`src/rtl/dsd_defs.sv`:
```
// Shared definitions for the serial datapath blocks: FSM state encodings and
// negation mode constants.
package dsd_defs;

  typedef enum logic [1:0] {
    ST_IDLE  = 2'd0,
    ST_SHIFT = 2'd1,
    ST_DONE  = 2'd2
  } state_t;

  localparam logic MODE_TWOS = 1'b0;
  localparam logic MODE_ONES = 1'b1;

endpackage

```
`src/rtl/serial_neg_cell.sv`:
```
// One-bit serial negation cell: copy bits until the first one has passed,
// invert afterwards (two's complement), or invert every bit (one's complement).
module serial_neg_cell
  import dsd_defs::*;
(
  input  logic clk,
  input  logic rst_n,
  input  logic b,
  input  logic mode,
  input  logic en,
  input  logic clear,
  output logic r
);

  logic seen_one;

  // Remember whether a one has already passed through this operand.
  always_ff @(posedge clk or negedge rst_n) begin
    if (!rst_n) begin
      seen_one <= 1'b0;
    end else if (clear) begin
      seen_one <= 1'b0;
    end else if (en) begin
      seen_one <= seen_one | b;
    end
  end

  // Per-bit negation rule.
  always_comb begin
    r = b;
    if (mode == MODE_ONES || seen_one) begin
      r = ~b;
    end
  end

endmodule

```
`src/rtl/twos_comp_serial.sv`:
```
// Bit-serial two's/one's complement negator with valid/ready handshakes on
// operand and result. One operand in flight; WIDTH cycles of shifting.
module twos_comp_serial
  import dsd_defs::*;
#(
  parameter int WIDTH = 4,
  parameter int CNT_W = $clog2(WIDTH)
) (
  input  logic             clk,
  input  logic             rst_n,
  input  logic             in_valid,
  output logic             in_ready,
  input  logic [WIDTH-1:0] A,
  input  logic             mode,
  output logic             out_valid,
  input  logic             out_ready,
  output logic [WIDTH-1:0] OUT,
  output logic             ovf,
  output logic             zero,
  output logic             busy
);

  localparam logic [WIDTH-1:0] MOST_NEG = {1'b1, {(WIDTH-1){1'b0}}};

  state_t           state;
  logic [WIDTH-1:0] sr;
  logic [WIDTH-2:0] res;
  logic [WIDTH-1:0] next_res;
  logic [CNT_W-1:0] cnt;
  logic             mode_q;
  logic             r;
  logic             accept;
  logic             shift_en;
  logic             last;

  assign accept   = (state == ST_IDLE) && in_valid;
  assign shift_en = (state == ST_SHIFT);
  assign last     = (cnt == CNT_W'(WIDTH - 1));
  // Result bits enter from the MSB side; res keeps only the upper WIDTH-1
  // partial bits since the final bit completes the word directly.
  assign next_res = {r, res};

  serial_neg_cell u_cell (
    .clk   (clk),
    .rst_n (rst_n),
    .b     (sr[0]),
    .mode  (mode_q),
    .en    (shift_en),
    .clear (accept),
    .r     (r)
  );

  // Handshake FSM, shift/result registers and registered result flags.
  always_ff @(posedge clk or negedge rst_n) begin
    if (!rst_n) begin
      state     <= ST_IDLE;
      sr        <= '0;
      res       <= '0;
      cnt       <= '0;
      mode_q    <= MODE_TWOS;
      in_ready  <= 1'b1;
      out_valid <= 1'b0;
      busy      <= 1'b0;
      OUT       <= '0;
      ovf       <= 1'b0;
      zero      <= 1'b0;
    end else begin
      unique case (state)
        ST_IDLE: begin
          if (in_valid) begin
            sr       <= A;
            mode_q   <= mode;
            cnt      <= '0;
            in_ready <= 1'b0;
            busy     <= 1'b1;
            state    <= ST_SHIFT;
          end
        end
        ST_SHIFT: begin
          sr  <= sr >> 1;
          res <= next_res[WIDTH-1:1];
          cnt <= cnt + CNT_W'(1);
          if (last) begin
            OUT       <= next_res;
            // Negation is a bijection, so in two's mode only the most
            // negative operand maps onto itself.
            ovf       <= (mode_q == MODE_TWOS) && (next_res == MOST_NEG);
            zero      <= (next_res == '0);
            out_valid <= 1'b1;
            state     <= ST_DONE;
          end
        end
        ST_DONE: begin
          if (out_ready) begin
            out_valid <= 1'b0;
            in_ready  <= 1'b1;
            busy      <= 1'b0;
            state     <= ST_IDLE;
          end
        end
        default: begin
          state     <= ST_IDLE;
          in_ready  <= 1'b1;
          out_valid <= 1'b0;
          busy      <= 1'b0;
        end
      endcase
    end
  end

endmodule

```
`config.mk`:
```
export PLATFORM = sky130hd
export DESIGN_NAME = twos_comp_serial
export DESIGN_NICKNAME = d
export VERILOG_FILES = /design/src/rtl/dsd_defs.sv /design/src/rtl/serial_neg_cell.sv /design/src/rtl/twos_comp_serial.sv
export SDC_FILE = /design/constraint.sdc
export NUM_CORES = 1
export LEC_CHECK = 0
export CELL_PAD_IN_SITES_DETAIL_PLACEMENT = 0
export CELL_PAD_IN_SITES_GLOBAL_PLACEMENT = 2
export CORE_MARGIN = 5
export CORE_UTILIZATION = 32
export DETAILED_ROUTE_END_ITERATION = 10
export HOLD_SLACK_MARGIN = 0.1
export PLACE_DENSITY_LB_ADDON = 0.2
export SETUP_SLACK_MARGIN = 0.02
export SYNTH_ARGS = -nofsm -noshare
export SYNTH_HDL_FRONTEND = slang
export SYNTH_SLANG_ARGS = --single-unit
```
`constraint.sdc`:
```
create_clock -name clk -period 1.4 [get_ports clk]
set_input_delay 0.28 -clock clk [delete_from_list [all_inputs] [get_ports clk]]
set_output_delay 0.28 -clock clk [all_outputs]
set_load 0.05 [all_outputs]
```
* Yosys cells after proc, flatten, opt, wreduce, memory -nomap -nowiden
Cells that the tools add are included.
** Cells by class
- $add $sub $neg :: 1
- Equality and inequality tests :: 7
- Muxes and demuxes :: 19
- Bitwise operators :: 5
- Reduce and logical (&&, ||, !) cells :: 13
** Operators with widths (count)
- 1-bit one-hot mux with 3 select lines :: 3
- 3-bit AND reduction :: 3
- 1-bit two-way mux :: 8
- 2-bit two-way mux :: 4
- 4-bit one-hot mux with 2 select lines :: 1
- 2-bit one-hot mux with 3 select lines :: 1
- 2-bit AND reduction :: 3
- 2-bit == test, second input constant :: 2
- 4-bit == test, second input constant :: 1
- 4-bit zero test :: 1
- 4-bit two-way mux :: 1
- 2-bit inequality test, second input constant :: 2
- 1-bit inverter :: 4
- 2-bit one-hot mux with 2 select lines :: 1
- 2-bit nonzero test :: 2
- 2-bit by 1-bit adder with 2-bit output, second input constant :: 1
- 2-bit by 1-bit == test with 1-bit output, second input constant :: 1
- 1-bit logical AND :: 2
- 2-bit zero test :: 1
- 2-bit by 1-bit inequality test with 1-bit output, second input constant :: 1
- 1-bit logical OR :: 1
- 1-bit OR :: 1
** Storage, ports and cells
- Register bits after elaboration :: 22
- Input bits :: 9
- Logic and storage cells :: 57

* Depth between registers and ports, before layout
Gate-level depths: netlist of run 1.
- Depth after elaboration :: 4
- Depth in mapped cells :: 5

* Hierarchy
Synthesis of run 1 repeated with hierarchy kept, for this count alone.
** Unflattened totals
- Cell total of the unflattened synthesis :: 81
- Area total of the unflattened synthesis :: 955.9 um^2
** By module, submodules not included
- twos_comp_serial :: instances 1, cells each 76, area an instance 907.1 um^2, sequential area each 526.8 um^2
- serial_neg_cell :: instances 1, cells each 5, area an instance 48.8 um^2, sequential area each 25.0 um^2

* Least setup slack after synthesis of run 1
No wires, ideal clock.
- Kind :: reg2reg
- From :: register state[1]
- To :: register mode_q
- Arrival :: 1.121 ns
- Setup slack :: 0.154 ns
- Stages on the path, launching flop included :: 5
- Clock period less this slack :: 1.246 ns
- Path through :: dfrtp_1 > buf_2 > nand2b_2 > nor2_1 > mux2_2
** On the way
- Word-level cells in the longest chain between the ends :: 2
** Ends and longest elaborated chain
- start, declared :: RTL line twos_comp_serial.sv:25 : state_t state;
- start signal, assigned :: RTL line twos_comp_serial.sv:56 : state <= ST_IDLE;
- start signal, assigned :: RTL line twos_comp_serial.sv:76 : state <= ST_SHIFT;
- start signal, assigned :: RTL line twos_comp_serial.sv:90 : state <= ST_DONE;
- 2-bit zero test :: RTL line twos_comp_serial.sv:68 : unique case (state)
- 2-bit AND reduction (no source line)
- end signal, assigned :: RTL line twos_comp_serial.sv:72 : mode_q <= mode;
- end, declared :: RTL line twos_comp_serial.sv:30 : logic mode_q;
Every way passes these cells.
A chain may end at the register's enable or synchronous reset.

* Worst setup path after layout of run 1
- From :: register in_ready
- To :: output port in_ready
** RTL lines
- start, declared :: RTL line twos_comp_serial.sv:12 : output logic in_ready,
- start signal, assigned :: RTL line twos_comp_serial.sv:61 : in_ready <= 1'b1;
- start signal, assigned :: RTL line twos_comp_serial.sv:74 : in_ready <= 1'b0;
- start signal, assigned :: RTL line twos_comp_serial.sv:96 : in_ready <= 1'b1;
No word-level cell between the ends.

==> key figures, run 1 <==
Layout
  • Commonest non-fill, non-tap cells in the layout: 21 x dfrtp_1, 12 x nand2_1, 9 x a21oi_1, 9 x buf_12, 8 x clkdlybuf4s50_1
  • Layout Nets: 121
  • Layout cells sized above 1: 0.227
  • Layout area overhead: 37.6%
  • Commonest non-fill, non-tap cell in the layout: dfrtp_1
  • N_diodes: 0

Detailed routing
  • TritonRoute pass-1 iters: 3
  • Starting DRT DRC Count: 14
  • Met1 WL: 967 um
  • Avg WL per Cell: 14.1 um
  • # DRC: 0
  • Detail Route Antenna Nets: 0
  • WL final: 1990 um
  • Vias per std cell: 5.09
  • Top layer in use: met4
  • Met3 WL post-DR: 102 um
  • Vias: 717
  • Detail Route met2 WL: 900 um

Worst setup path
  • Worst Path Arrival: 1040 ps
  • Crit path max-delay cell type: dfstp_2
  • R2R Setup Slk: 110 ps
  • Critical path required time: 1120 ps
  • Worst Setup SP: in_ready
  • R2r startpoint: cnt[0]
  • Critical path depth in cells: 1
  • Crit end category: output port
  • Crit-path leading delay family: flip-flops
  • R2R depth: 3
  • Setup Crit Path Kind: reg -> out
  • Cell Chain, Critical Path: buf_12
  • Buf+Inv Stages, Crit Path: 1
  • Max incr delay on CP: 590 ps
  • R2R Path End: OUT[0]
  • Crit path max fanout: 3
  • Crit path capture: in_ready
  • CP Launch Type: flip-flop

Floorplan
  • Rows: 19
  • IO Count: 18
  • Die H: 64.6 um
  • Core area: 2810 um2
  • DIE AREA: 4170 um2
  • Initial Utilization: 0.339
  • Chip width: 64.6 um

Synthesis
  • Synth Register Bits: 22
  • Register area share after synthesis: 0.580
  • Syn Inst Count: 87
  • Synth Area per Inst: 10.9 um2
  • Mapped Area: 952 um2
  • YS warnings: 0
  • Netlist cell types: 23
  • Synthesized net count: 97

STA
  • Worst Tran Pin Value: 340 ps
  • Relative slew slack: 0.773
  • # setup viols final: 0
  • Fmax: 0.756 GHz
  • Clock skew: 7.59 ps
  • RSZ-0062 raised after global routing: false
  • PnR worst setup slack: 78.0 ps
  • Final hold vios: 0
  • Setup TNS: 0 ps
  • Final Cycle Share: 0.944
  • Fin. max-slew vios: 0
  • Final period demand of the worst path: 1320 ps

GRT
  • Initial antenna violation count: 0
  • Largest net degree at the start of global routing: 23
  • GRT Overall Usage: 0.113
  • Vias in the first global route: 790
  • First-pass GRT wire length: 3690 um
  • Global route overflow: 0

Clock network
  • Post-CTS setup buffers: 0
  • Clock transition at path regs: 130 ps
  • Clock Latency Late Sink: 310 ps
  • Hold Buf Count CTS: 0
  • H-Tree Depth: 1
  • Max clock buf depth: 2
  • Clock net sink count: 22
  • CTS buffer count: 3
  • Root Driver: clkbuf_4
  • Post-CTS Resized: 0
  • CTS tree: built

Hold path
  • Hold Path Class: in -> async

Placement
  • HPWL after DPL: 1460 um
  • Pre-CTS setup slack: -58.1 ps
  • GP Congestion: 0.785
  • PortBufs: 17

Power
  • Leak: 0.593 nW
  • Cell area power density: 2520 nW/um2
  • Total Power Consumption: 0.00331 W
  • Worst IR drop on VDD: 1040 uV

Status
  • Status: completed

Run
  • Max-Cap Viols: 0
-- worst min-delay path by stage --
stage,end,cells after the start,start,slack [ps]
2_1_floorplan,OUT[0],0,rst_n,-20
4_1_cts,sr[3],2,rst_n,310
3_5_place_dp,cnt[0],1,cnt[0],490
3_3_place_gp,cnt[0],1,cnt[0],490
5_1_grt,OUT[0],2,rst_n,350
6_report,busy,2,rst_n,300
-- cells in the mapped netlist --
| master | count | area share |
|---|---|---|
| o41ai_2 | 1 | 0.017 |
| clkbuf_2 | 1 | 0.0053 |
| xor2_1 | 1 | 0.0092 |
| nand3b_4 | 1 | 0.021 |
| o31ai_1 | 1 | 0.0079 |
| nand2b_2 | 1 | 0.0092 |
| o21ai_0 | 7 | 0.037 |
| buf_2 | 2 | 0.011 |
| nand2b_1 | 1 | 0.0066 |
| o22ai_1 | 6 | 0.039 |
| a21oi_1 | 9 | 0.047 |
| dfstp_2 | 1 | 0.028 |
| o21bai_1 | 1 | 0.0079 |
| mux2_1 | 2 | 0.024 |
| or3_4 | 1 | 0.012 |
| nor2_1 | 6 | 0.024 |
| a22o_1 | 3 | 0.028 |
| nand2_1 | 12 | 0.047 |
| inv_1 | 3 | 0.012 |
| nor2b_1 | 3 | 0.020 |
| mux2_2 | 2 | 0.024 |
| dfrtp_1 | 21 | 0.55 |
| ha_1 | 1 | 0.013 |
-- metrics by stage --
step	hold slack [ps]	utilization	cells	area [um2]
final	305	0.467	141	1310
after global placement	487	0.454	137	1270
after floorplan	-15.6	-	87	952
after CTS	315	0.467	141	1310
after global routing	347	0.467	141	1310
after detailed placement	488	0.454	137	1270
-- where the power goes --
group | internal (W) | leakage [nW] | switching (W) | total [W]
combinational | 0.000825 | 0.304 | 0.000880 | 0.00171
clock | 0.000159 | 0.0210 | 0.000201 | 0.000359
sequential | 0.000937 | 0.267 | 0.000304 | 0.00124
total | 0.00192 | 0.593 | 0.00138 | 0.00331
-- layout make-up --
cell class | count | area (um2)
inverter | 3 | 11.3
fill | 272 | 1500
timing repair buffer | 22 | 298
multi-input combinational | 59 | 374
tap | 31 | 38.8
sequential | 22 | 552
clock buffer | 4 | 36.3
-- cells by family after synthesis --
group                    after synthesis  share of synthesized area
flip-flops                            22                      0.580
multiplexers                           4                     0.0473
buffers and inverters                  6                     0.0276
adder cells (fa/ha/maj)                1                     0.0131
AND/OR/NAND/NOR                       25                      0.139
AO/OA/AOI/OAI                         28                      0.184
XOR/XNOR                               1                    0.00920
-- registers in the layout (all words and copies together) (netlist names) --
register / flops
OUT: 4
sr: 4
res: 3
cnt: 2
state: 2
busy: 1
in_ready: 1
mode_q: 1
out_valid: 1
ovf: 1
u_cell.seen_one: 1
zero: 1
-- routing by layer --
metal  vias up  GRT usage
met5         -          0
met4         0     0.0475
met3         2     0.0276
met2        15      0.187
met1       351      0.141
li1        349          -
Note: power is estimated with default switching activity, not from simulation.
==> run 2: changes to the inputs <==
CAP_MARGIN = 5   (was not set)
==> results of run 2 <==
No change in the layout: final DEF, timing and power equal those of run 1.
==> run 3: changes to the inputs <==
GPL_TIMING_DRIVEN = 0   (was not set)
==> run 3 against run 2 <==
Compared with the run above:
- critical path depth grew 3
- clock power shrank 15%
- maximum frequency shrank 0.45%
- worst hold slack gained 180 ps
- utilization shrank 4.4 points
- die area is the same
- power shrank 12%
- critical path type is now in -> reg
- highest routed layer unchanged
==> key figures, run 3 (synthesized netlist as in run 1, its figures left out) <==
Power
  • Internal power: 0.00159 W
  • Sw frac: 0.451
  • Clock network fraction of total power: 0.105
  • Worst IR drop on VDD: 798 uV
  • Flop pwr share: 0.392
  • Total Power Consumption: 0.00290 W
  • P_sw: 0.00131 W
  • Leak: 0.535 nW
  • Combinational power share: 0.503
  • Cell area power density: 2440 nW/um2

Layout
  • N_diodes: 0
  • Biggest registers after layout: OUT x4, sr x4, res x3
  • Layout Nets: 119
  • Commonest non-fill, non-tap cell in the layout: dfrtp_1
  • Layout cells sized above 1: 0.213
  • Layout area overhead: 24.7%
  • Commonest non-fill, non-tap cells in the layout: 21 x dfrtp_1, 12 x nand2_1, 9 x a21oi_1, 8 x clkdlybuf4s50_1, 7 x o21ai_0
  • Post-Route Utilization: 0.423

Floorplan
  • IO Count: 18
  • Rows: 19
  • Chip width: 64.6 um
  • Initial Utilization: 0.339
  • DIE AREA: 4170 um2
  • Core area: 2810 um2
  • Die H: 64.6 um

GRT
  • Largest net degree at the start of global routing: 23
  • GRT Overall Usage: 0.104
  • First-pass GRT wire length: 3340 um
  • Vias in the first global route: 708
  • Global route overflow: 0
  • Initial antenna violation count: 0

Clock network
  • Clock net sink count: 22
  • Clock transition at path regs: 120 ps
  • Clock Latency Late Sink: 310 ps
  • Max clock buf depth: 2
  • Root Driver: clkbuf_4
  • H-Tree Depth: 1
  • Hold Buf Count CTS: 0
  • CTS tree: built
  • CTS buffer count: 3

Worst setup path
  • Max incr delay on CP: 660 ps
  • Setup Crit Path Kind: in -> reg
  • Worst Path Arrival: 1540 ps
  • Crit-path leading delay family: buffers and inverters
  • CP Launch Type: input port
  • Critical path required time: 1610 ps
  • Cell Chain, Critical Path: clkdlybuf4s50_1 > nand2b_4 > nor2_2 > mux2_2
  • R2r startpoint: state[1]
  • Worst Setup SP: in_valid
  • Crit path max-delay cell type: clkdlybuf4s50_1
  • Buf+Inv Stages, Crit Path: 1
  • Crit path max fanout: 7
  • Crit end category: flip-flop
  • R2R Setup Slk: 100 ps

STA
  • RSZ-0062 raised after global routing: false
  • Final hold vios: 0
  • # setup viols final: 0
  • Final period demand of the worst path: 1330 ps
  • Setup TNS: 0 ps
  • Worst Tran Pin Value: 1010 ps
  • Fin. max-slew vios: 0
  • PnR worst setup slack: 72.1 ps
  • Final Cycle Share: 0.949
  • Worst hold slack: 489 ps
  • Fmax: 0.753 GHz
  • Clock skew: 0.894 ps
  • Relative slew slack: 0.325

Hold path
  • Hold Path Class: reg -> reg
  • Hold Crit Start: OUT[3]

Detailed routing
  • Detail Route Antenna Nets: 0
  • Avg WL per Cell: 13.8 um
  • WL final: 1920 um
  • # DRC: 0
  • TritonRoute pass-1 iters: 2
  • Vias per std cell: 5.11
  • Vias: 710
  • Starting DRT DRC Count: 19

Run
  • Max-Cap Viols: 0

Placement
  • HPWL after DPL: 1370 um
  • PortBufs: 17
  • GP Congestion: 0.686
  • Pre-CTS setup slack: -286 ps

Status
  • Status: completed
## run 3: final cells by class
class                           count  area (um2)
Multi-Input combinational cell     59         382
Timing Repair Buffer               17         163
Sequential cell                    22         552
Tap cell                           31        38.8
Clock buffer                        4        26.3
Buffer                              3        15.0
Inverter                            3        11.3
Fill cell                         294        1620
## run 3: repair_timing
item | in CTS | in global routing
pin swaps | 0 | 0
endpoints found under the setup margin | 10 | 5
endpoints found under the hold margin | 0 | 0
setup buffers | 0 | 0
resized for setup | 31 | 8
## run 3: routing by layer
layer,part of all wire,GRT usage
met4,0.018,0.0554
met3,0.043,0.0259
met2,0.44,0.166
met5,0,0
met1,0.50,0.130
## run 3: path summary, 6_finish.rpt
check / cells after the start / endpoint
setup reg to reg: 4 / mode_q
min in group asynchronous: 1 / res[0]
max in group asynchronous: 1 / sr[1]
hold reg to reg: 2 / OUT[3]
hold / removal: 2 / OUT[3]
setup / recovery: 4 / mode_q
## run 3: metrics by stage
stage | area, um2 | cells
2_1_floorplan | 952 | 87
3_3_place_gp | 1160 | 135
3_5_place_dp | 1160 | 135
4_1_cts | 1200 | 139
5_1_grt | 1190 | 139
6_report | 1190 | 139
## run 3: worst register-to-register path, stage by stage, from the launching register on
cell and delay, ps:
dfrtp_1 370, buf_2 170, nand2b_4 190, nor2_2 130, mux2_2 340
## run 3: power groups by stage
stage               clock, W  sequential [W]  combinational, W
floorplan                  0         0.00150          0.000718
global placement           0         0.00115           0.00149
detailed placement         0         0.00116           0.00152
CTS                 0.000321         0.00114           0.00150
global route        0.000352         0.00118           0.00162
finish              0.000305         0.00114           0.00146
